### src/rtl/alu_share_pkg.sv
// alu_share_pkg: state encoding, op-field layout and default width
// for the shared ALU controller.
package alu_share_pkg;

    localparam int DEF_WIDTH = 32;

    localparam int OP_A_OR_L = 2;
    localparam int OP_S_OR_U = 1;
    localparam int OP_OPCODE = 0;

    typedef enum logic [1:0] {
        IDLE = 2'd0,
        EXEC = 2'd1,
        RESP = 2'd2
    } state_t;

endpackage

### src/rtl/alu_share_arb.sv
// alu_share_arb: combinational two-way grant (0 = req0, 1 = req1).
// ALU_SHARE_RR_EN: round-robin ties; otherwise req0 has fixed priority.
module alu_share_arb
    import alu_share_pkg::*;
(
    input  logic valid0,
    input  logic valid1,
    input  logic last_grant,
    output logic grant
);

`ifdef ALU_SHARE_RR_EN
    always_comb begin
        grant = 1'b0;
        if (valid0 && valid1) begin
            grant = ~last_grant;
        end else begin
            grant = valid1;
        end
    end
`else
    logic unused_last_grant;
    assign unused_last_grant = last_grant;

    always_comb begin
        grant = 1'b0;
        if (!valid0) begin
            grant = valid1;
        end
    end
`endif

endmodule

### src/rtl/alu_share_ctrl.sv
// alu_share_ctrl: arbitrates two requesters onto one combinational ALU,
// holds operands for EXEC_CYCLES, returns the result. Macro: ALU_SHARE_RR_EN.
module alu_share_ctrl
    import alu_share_pkg::*;
#(
    parameter int WIDTH       = DEF_WIDTH,
    parameter int EXEC_CYCLES = 1
) (
    input  logic             clk,
    input  logic             rst_n,
    input  logic             req0_valid,
    output logic             req0_ready,
    input  logic [WIDTH-1:0] req0_a,
    input  logic [WIDTH-1:0] req0_b,
    input  logic [2:0]       req0_op,
    input  logic             req1_valid,
    output logic             req1_ready,
    input  logic [WIDTH-1:0] req1_a,
    input  logic [WIDTH-1:0] req1_b,
    input  logic [2:0]       req1_op,
    output logic             rsp0_valid,
    input  logic             rsp0_ready,
    output logic             rsp1_valid,
    input  logic             rsp1_ready,
    output logic [WIDTH-1:0] rsp_data,
    output logic [WIDTH-1:0] alu_a,
    output logic [WIDTH-1:0] alu_b,
    output logic             alu_a_or_l,
    output logic             alu_s_or_u,
    output logic             alu_opcode,
    input  logic [WIDTH-1:0] alu_answer,
    output logic             busy
);

    localparam logic [3:0] CNT_INIT = 4'(EXEC_CYCLES - 1);

    state_t     state;
    state_t     state_nxt;
    logic [3:0] cnt;
    logic       owner;
    logic       last_grant;
    logic       grant;
    logic       accept;
    logic       rsp_hit;
    logic [2:0] op_sel;

    alu_share_arb u_arb (
        .valid0     (req0_valid),
        .valid1     (req1_valid),
        .last_grant (last_grant),
        .grant      (grant)
    );

    // rst_n gates ready so nothing looks accepted while reset is held
    assign accept     = (state == IDLE) && rst_n && (req0_valid || req1_valid);
    assign req0_ready = accept && !grant;
    assign req1_ready = accept && grant;
    assign rsp0_valid = (state == RESP) && !owner;
    assign rsp1_valid = (state == RESP) && owner;
    assign rsp_hit    = owner ? rsp1_ready : rsp0_ready;
    assign busy       = (state != IDLE);
    assign op_sel     = grant ? req1_op : req0_op;

    always_comb begin
        state_nxt = state;
        unique case (state)
            IDLE:    if (accept) state_nxt = EXEC;
            EXEC:    if (cnt == '0) state_nxt = RESP;
            RESP:    if (rsp_hit) state_nxt = IDLE;
            default: state_nxt = IDLE;
        endcase
    end

    always_ff @(posedge clk or negedge rst_n) begin
        if (!rst_n) begin
            state <= IDLE;
        end else begin
            state <= state_nxt;
        end
    end

    always_ff @(posedge clk or negedge rst_n) begin
        if (!rst_n) begin
            cnt        <= '0;
            owner      <= 1'b0;
            last_grant <= 1'b1;
            alu_a      <= '0;
            alu_b      <= '0;
            alu_a_or_l <= 1'b0;
            alu_s_or_u <= 1'b0;
            alu_opcode <= 1'b0;
            rsp_data   <= '0;
        end else begin
            if (accept) begin
                owner      <= grant;
                cnt        <= CNT_INIT;
                alu_a      <= grant ? req1_a : req0_a;
                alu_b      <= grant ? req1_b : req0_b;
                alu_a_or_l <= op_sel[OP_A_OR_L];
                alu_s_or_u <= op_sel[OP_S_OR_U];
                alu_opcode <= op_sel[OP_OPCODE];
            end
            if (state == EXEC) begin
                if (cnt == '0) begin
                    rsp_data <= alu_answer;
                end else begin
                    cnt <= cnt - 4'd1;
                end
            end
            if ((state == RESP) && rsp_hit) begin
                last_grant <= owner;
            end
        end
    end

endmodule
### config.mk
export PLATFORM = sky130hd
export DESIGN_NAME = alu_share_ctrl
export DESIGN_NICKNAME = d
export VERILOG_FILES = /design/src/rtl/alu_share_pkg.sv /design/src/rtl/alu_share_arb.sv /design/src/rtl/alu_share_ctrl.sv
export SDC_FILE = /design/constraint.sdc
export NUM_CORES = 1
export LEC_CHECK = 0
export CAP_MARGIN = 5
export CORE_ASPECT_RATIO = 0.6
export CORE_MARGIN = 10
export CORE_UTILIZATION = 41
export CTS_CLUSTER_SIZE = 20
export DETAILED_ROUTE_END_ITERATION = 6
export GPL_ROUTABILITY_DRIVEN = 0
export GPL_TIMING_DRIVEN = 0
export PLACE_DENSITY = 0.92
export SKIP_LAST_GASP = 1
export SLEW_MARGIN = 20
export SYNTH_ARGS = -nofsm -noshare
export SYNTH_HDL_FRONTEND = slang
export SYNTH_SLANG_ARGS = --single-unit
### constraint.sdc
create_clock -name clk -period 5.7 [get_ports clk]
set_input_delay 1.425 -clock clk [delete_from_list [all_inputs] [get_ports clk]]
set_output_delay 1.425 -clock clk [all_outputs]
set_load 0.1 [all_outputs]
======== After elaboration in Yosys (flattened, before gate mapping) ========
Index checks and enable logic that the tools add are counted.
cells by class
  multiplexer cells ....................... 12
  equal/unequal tests ..................... 5
  bitwise gates (word level) .............. 0
  shift operators ......................... 0
  reduce and logical (&&, ||, !) cells .... 14
  div/mod/pow operators ................... 0
  multiply operators ...................... 0
  $add $sub $neg .......................... 1
  magnitude comparators ................... 0
operator list
  operator                                             number
  2-to-1 mux 32 bit                                    2
  2-to-1 mux 4 bit                                     3
  logical AND 1 bit                                    6
  2-to-1 mux 2 bit                                     3
  inequality test 2 bit, second input constant         3
  case mux 2 bit (3 select lines)                      1
  logical NOT 4 bit                                    1
  subtractor 4 x 1 -> 4 bit, second input constant     1
  2-to-1 mux 3 bit                                     1
  AND reduction 3 bit                                  1
  equality test 2 x 1 -> 1 bit, second input constant  1
  equality test 2 bit, second input constant           1
  logical NOT 1 bit                                    2
  logical NOT 2 bit                                    1
  2-to-1 mux 1 bit                                     2
  AND reduction 2 bit                                  1
  nonzero test 2 bit                                   1
  logical OR 1 bit                                     1
word-level totals
  bits of input ports ..................... 172
  output and inout port bits .............. 104
  memories ................................ 0
  latch bits .............................. 0
  ROM bits ................................ 0
  register bits ........................... 106
  RAM bits ................................ 0

======== Longest topological paths before layout ========
Gate-level depths: netlist (run 1).
  depth in word-level cells ............... 6
  mapped depth ............................ 7
  depth with buffers taken out ............ 5

======== Cells and area by module ========
A second synthesis (run 1) with hierarchy kept.
second synthesis, totals
  cell total of the unflattened synthesis .. 330
  area total of the unflattened synthesis .. 5223.8 µm²
by module, submodules not included
  module          times used  sequential area each (µm²)  cells each  area an instance (µm²)
  alu_share_ctrl  1           2678.8                      329         5210.0
  alu_share_arb   1           0.0                         1           13.8

======== Worst setup path after synthesis (run 1) ========
No wires, ideal clock.
  kind .................................... input -> output
  start point ............................. input port rst_n
  end point ............................... output port req1_ready
  path slack .............................. 643 ps
  data arrival time ....................... 3632 ps
  stages .................................. 6
  path buffers ............................ 3
  path through ............................ or3b_1 -> buf_2 -> or2_1 -> buf_6 -> buf_6 -> nor2_1
on the way
  longest elaborated chain between the ends .. 3
RTL lines
  what                             line                  RTL
  from (decl)                      alu_share_ctrl.sv:10  input logic rst_n,
  logical AND 1 bit (2 in series)  alu_share_ctrl.sv:55  assign accept = (state == IDLE) && rst_n && (req0_valid || req1_valid);
  logical AND 1 bit                alu_share_ctrl.sv:57  assign req1_ready = accept && grant;
  to (decl)                        alu_share_ctrl.sv:17  output logic req1_ready,
No other way between the ends.

======== Worst setup path after layout (run 1) ========
  start point ............................. input port rst_n
  end point ............................... output port req0_ready
on the way
  longest elaborated chain between the ends .. 3
RTL lines
  what                             line                  RTL
  logical AND 1 bit (2 in series)  alu_share_ctrl.sv:55
  logical AND 1 bit                alu_share_ctrl.sv:56  assign req0_ready = accept && !grant;
  to (decl)                        alu_share_ctrl.sv:12  output logic req0_ready,
No other way between the ends.

==> out/results.tsv, run 1 <==
stage	metric	value	unit
sta	slew margin rel.	30.5	%
worst_setup_path	reg2reg path depth	6	
clocking	total CTS buffers	9	
global_routing	first-pass GRT wire length	26.9	mm
logic_synthesis	count leader, synth	o21ai_0	
route	Post-Route WL	17.1	mm
sta	pin slew with the least headroom to its limit	1.04	ns
worst_setup_path	Critical Path Fanout Max	81	
logic_synthesis	ys flop type	dfrtp_1	
clocking	Worst-path clk slew	0.07	ns
worst_setup_path	r2r setup slk	3.86	ns
hold_path	worst min path class	register to register	
sta	period utilisation layout	96.8	%
worst_setup_path	CP arrival	4.09	ns
finish	layout filler cell count	828	
route	vias per std cell	5.06	
sta	Setup Skew	0.00761	ns
global_routing	All-Layer GR Usage	20.1	%
global_routing	vias in the first global route	4699	
sta	Hold Fails Final Rpt	0	
logic_synthesis	Unique masters post-synth	25	
place	buffers added on ports	275	
route	Detailed Routing Iterations Pass 1	4	
logic_synthesis	Post-Syn Area per Cell	11.8	um2
logic_synthesis	synth top area cells	dfrtp_1 (56%), o21ai_0 (15%), mux2i_1 (14%)	
clocking	CTS HTree Levels	3	
global_routing	pin count of the biggest net entering global routing	82	
clocking	Post CTS Setup Buffer Count	0	
global_routing	GRT Residual Overflow	0	
route	wire per inst	20.0	um
logic_synthesis	asr flop ratio synth	100	%
clocking	clock buffer depth	2	
finish	antenna fix cells	0	
route	DR iter-0 viols	279	
logic_synthesis	Post-Syn Nets	579	
finish	Layout Nets	866	
route	Via Count	4341	
run_status	status	completed	
clocking	Clock Sink Count	106	
worst_setup_path	critical path startpoint category	input pin	
finish	area delta synth->final	69.3	%
logic_synthesis	#FFs+latches synth	106	
finish	share of cells above drive strength 1	9.74	%
clocking	cts hold-fix bufs	0	
clocking	clock latency on the worst-skew pair	0.34	ns
logic_synthesis	Synth top area share	55.5	%
sta	fmax	181	MHz
sta	Setup Viol. Count Final	0	
logic_synthesis	cell accounting for the most synthesized area	dfrtp_1	
floorplanning	I/O pin cnt	276	
logic_synthesis	YS warnings	0	
worst_setup_path	CP Class	input pin to primary output	
worst_setup_path	reg2reg start	state[1]	
job	max-cap violations	0	
global_routing	initial antenna violation count	0	
floorplanning	Die Ht	104	um
floorplanning	Initial Util	42.1	%
sta	WHS	0.504	ns
logic_synthesis	Post-synth EDFFs	0	
route	drt drc	0	
worst_setup_path	worst path required time	4.28	ns
logic_synthesis	synthesized cell area	4780	um2
floorplanning	Die Width	159	um
sta	unrepaired setup endpoints after global routing	false	
floorplanning	die area	16500	um2
worst_setup_path	crit path from	rst_n	
logic_synthesis	register area share after synthesis	55.5	%
place	hpwl dp	14.0	mm
sta	final slew viol count	0	
route	post-route ant nets	0	
sta	Final min period	5.52	ns
worst_setup_path	CP endpoint kind	primary output	
clocking	Root Buffer	clkbuf_16	
logic_synthesis	commonest cells in the netlist	o21ai_0 (139), dfrtp_1 (106), mux2i_1 (68), mux2_2 (33), clkbuf_1 (21)	
worst_setup_path	CP Capture Point	req0_ready	
floorplanning	CORE AREA	11300	um2
logic_synthesis	Syn Inst Count	406	
floorplanning	Rows	30	
clocking	CTS tree	built	
worst_setup_path	worst flop-to-flop path endpoint	cnt[2]	
## worst max-delay path: stages
cell and delay (ns):
buf_6 0.24, buf_16 0.34, or3b_1 0.38, buf_2 0.19, clkbuf_1 0.22, nor2_1 0.20
and2_1 0.15, clkdlybuf4s15_1 0.83
## per-stage QoR
step / setup slack (ns) / setup TNS, ns / instance area [um2] / std cells / util (%)
3_3_place_gp: -3.45 / -141.84 / 7730 / 841 / 68.2
4_1_cts: 0.0805 / 0 / 8090 / 858 / 71.4
5_1_grt: 0.0139 / 0 / 8090 / 858 / 71.3
2_1_floorplan: 0.643 / 0 / 4780 / 406 / -
3_5_place_dp: -0.193 / -0.333 / 7760 / 842 / 68.4
6_report: 0.185 / 0 / 8090 / 858 / 71.3
## cells in the final DEF, fill, tap and decap left out, types with 2 or more instances in the layout
cell type        netlist  final
clkdlybuf4s50_1        0    272
inv_6                  0      3
o21ai_0              139    139
buf_6                 11     12
dfrtp_1              106    106
nor3b_1                2      2
clkbuf_16              0      9
buf_2                  3      3
or3_1                  2      2
nor2_1                 4      4
inv_1                  3      3
mux2i_1               68     68
clkbuf_1              21     21
bufinv_16              0      2
mux2_2                33     33
## final cells by class
| cell class | instances | area (um2) | area share (%) |
|---|---|---|---|
| plain buffers | 35 | 218 | 2.69 |
| repair buffers | 276 | 2780 | 34.3 |
| flip-flops and latches | 106 | 2650 | 32.8 |
| clock inverters | 6 | 95.1 | 1.18 |
| well taps | 160 | 200 | 2.48 |
| clock buffers | 10 | 239 | 2.95 |
| inverters | 3 | 11.3 | 0.139 |
| multi-input cells | 262 | 1900 | 23.4 |
## kinds of logic (layout without fill, tap and decap cells)
family | after synthesis | in the layout | share of synthesized area (%)
AOI/OAI and AO/OA | 142 | 142 | 15.1
DFF | 106 | 106 | 55.5
and+or+nand+nor | 18 | 18 | 2.33
muxes | 101 | 101 | 22.0
buffers and inverters | 38 | 330 | 4.79
adders and majority gates | 1 | 1 | 0.262
## state kept, by name (all words and copies together) (netlist names)
| name | flops |
|---|---|
| alu_a | 32 |
| alu_b | 32 |
| rsp_data | 32 |
| cnt | 4 |
| state | 2 |
| alu_a_or_l | 1 |
| alu_opcode | 1 |
| alu_s_or_u | 1 |
| owner | 1 |
## timing repair
item,in CTS,in global routing
setup endpoints to repair,2,2
resized for setup,2,3
cloned,0,0
## metal layers
metal	up-vias	global-route usage, %	part of all wire, %
met2	176	34.8	50
met4	0	4.61	1.2
met1	2121	23.3	41
met5	-	0	0
li1	2031	-	-
met3	13	7.35	7.4
## worst min path at each step
stage	endpoint	cells past startpoint	slack [ns]	start
3_3_place_gp	cnt[0]	1	0.48	cnt[0]
6_report	cnt[0]	1	0.50	cnt[0]
4_1_cts	cnt[0]	1	0.51	cnt[0]
2_1_floorplan	cnt[0]	1	0.46	cnt[0]
5_1_grt	rsp_data[21]	1	0.51	rsp_data[21]
3_5_place_dp	rsp_data[24]	1	0.49	rsp_data[24]
Power of run 1 is left out: the tool's default activity adds up to more than one toggle a clock period on the data nets, which glitch-free logic cannot reach.
==> run 2, diff against run 1 <==
Settings changed: CORE_UTILIZATION 41 to 42, CTS_BUF_LIST set to sky130_fd_sc_hd__clkbuf_2, GPL_ROUTABILITY_DRIVEN 0 to not set, HOLD_SLACK_MARGIN set to 0.03, PLACE_DENSITY 0.92 to 0.94.
==> out/results.tsv, run 2 (synthesis results as in run 1) <==
stage	metric	value	unit	change
sta	Setup Viol. Count Final	0		unchanged
global_routing	first-pass GRT wire length	26.6	mm	was 26.9 mm
clocking	Clock Sink Count	106		unchanged
place	GP Congestion	0.807		
global_routing	initial antenna violation count	0		unchanged
place	placed cell area	7740	um2	was 7760 um2
clocking	CTS HTree Levels	3		unchanged
clocking	Worst-path clk slew	0.26	ns	was 0.07 ns
sta	fmax	193	MHz	was 181 MHz
route	Detailed Routing Iterations Pass 1	4		unchanged
route	DR top layer	met4		unchanged
sta	unrepaired setup endpoints after global routing	false		unchanged
floorplanning	Initial Util	42.6	%	was 42.1%
worst_setup_path	Critical Path Fanout Max	84		was 81
floorplanning	CORE AREA	11200	um2	was 11,300 um2
global_routing	pin count of the biggest net entering global routing	85		was 82
worst_setup_path	critical path startpoint category	input pin		unchanged
sta	final slew viol count	0		unchanged
place	hpwl dp	14.3	mm	was 14.0 mm
run_status	status	completed		unchanged
hold_path	worst min path class	register to register		unchanged
route	Post-Route WL	17.6	mm	was 17.1 mm
job	max-cap violations	0		unchanged
route	drt drc	0		unchanged
route	post-route ant nets	0		unchanged
route	vias per std cell	5.27		was 5.06
floorplanning	I/O pin cnt	276		unchanged
route	met2 WL	8.91	mm	was 8.61 mm
global_routing	GRT Residual Overflow	0		unchanged
finish	cell area after layout	7860	um2	was 8090 um2
sta	Setup Skew	0.0148	ns	was 0.00761 ns
finish	share of cells above drive strength 1	9.76	%	was 9.74%
finish	Top Registers	alu_a (32), alu_b (32), rsp_data (32)		unchanged
finish	antenna fix cells	0		unchanged
clocking	total CTS buffers	9		unchanged
route	met3 wire length	1.96	mm	was 1.27 mm
clocking	clock buffer depth	2		unchanged
floorplanning	Die Ht	103	um	was 104 um
sta	Hold Fails Final Rpt	0		unchanged
clocking	clock latency on the worst-skew pair	0.54	ns	was 0.34 ns
worst_setup_path	CP endpoint kind	primary output		unchanged
clocking	cts hold-fix bufs	0		unchanged
route	DRT met1 WL	6.44	mm	was 7.03 mm
clocking	CTS tree	built		unchanged
global_routing	vias in the first global route	4830		was 4,699
route	Via Count	4432		was 4,341
floorplanning	Die Width	158	um	was 159 um
worst_setup_path	worst path required time	4.28	ns	about the same
sta	period utilisation layout	91.0	%	was 96.8%
worst_setup_path	CP arrival	3.76	ns	was 4.09 ns
sta	pin slew with the least headroom to its limit	1.05	ns	was 1.04 ns
sta	Final min period	5.19	ns	was 5.52 ns
floorplanning	die area	16200	um2	was 16,500 um2
route	DR iter-0 viols	192		was 279
finish	Layout Nets	866		unchanged
global_routing	All-Layer GR Usage	21.0	%	was 20.1%
sta	slew margin rel.	30.0	%	was 30.5%
finish	commonest non-fill, non-tap cell in the layout	clkdlybuf4s50_1		unchanged
clocking	Root Buffer	clkbuf_2		was clkbuf_16
floorplanning	Rows	30		unchanged
worst_setup_path	CP Class	input pin to primary output		unchanged
place	buffers added on ports	275		unchanged
finish	most frequent cells in the layout	clkdlybuf4s50_1 (272), o21ai_0 (139), dfrtp_1 (106), mux2i_1 (68), mux2_2 (33)		unchanged
route	wire per inst	20.9	um	was 20.0 um
finish	area delta synth->final	64.5	%	was 69.3%
## run 2: cell count changes in the layout (fill, tap and decap cells not counted), sizes merged
cell / delta
clkbuf: +1
clkdlybuf4s15: -1
clkinvlp: +2
inv: -3
## run 2: metal layers
metal / vias to the layer above / track usage (%)
met4: 0 / 5.08
met5: - / 0
met3: 20 / 9.46
li1: 2040 / -
met2: 189 / 37.6
met1: 2183 / 22.5
## run 2: cell type report
class / instances / area [um2]
Sequential cell: 106 / 2650
Inverter: 3 / 11.3
Fill cell: 833 / 3360
Buffer: 35 / 218
Tap cell: 144 / 180
Clock inverter: 5 / 80.1
Clock buffer: 10 / 50.0
Multi-Input combinational cell: 262 / 1900
Timing Repair Buffer: 276 / 2770
## run 2: worst paths after layout
path	depth (start not counted)	from	slack (ns)	end
worst max-delay path	9	rst_n	0.51	req1_ready
worst min-delay path	1	cnt[0]	0.52	cnt[0]
worst max register to register	6	state[1]	3.83	cnt[2]
worst min register to register	1	cnt[0]	0.52	cnt[0]
max in group asynchronous	2	rst_n	4.34	alu_b[20]
min in group asynchronous	1	rst_n	0.67	alu_a[19]
## run 2: critical path: stages
cell and delay, ns:
buf_6 0.22, buf_16 0.36, or3b_1 0.38, buf_2 0.20, or2_1 0.23, buf_6 0.15
buf_6 0.14, nor2_1 0.11, clkbuf_2 0.49
## run 2: stage by stage
step	setup WS, ns	setup TNS (ns)	instances	utilization, %	hold slack, ns
2_1_floorplan	0.643	0	406	-	0.465
3_3_place_gp	-3.50	-151.64	825	68.7	0.479
3_5_place_dp	-0.217	-0.337	826	69.0	0.492
4_1_cts	0.0694	0	841	70.1	0.523
5_1_grt	0.300	0	841	70.0	0.558
6_report	0.512	0	841	70.0	0.522
## run 2: what timing repair did
action,4_1_cts,5_1_grt
setup endpoints to repair,2,2
resized for setup,2,4
buffers inserted,0,0
Power of run 2 is left out for the same reason.
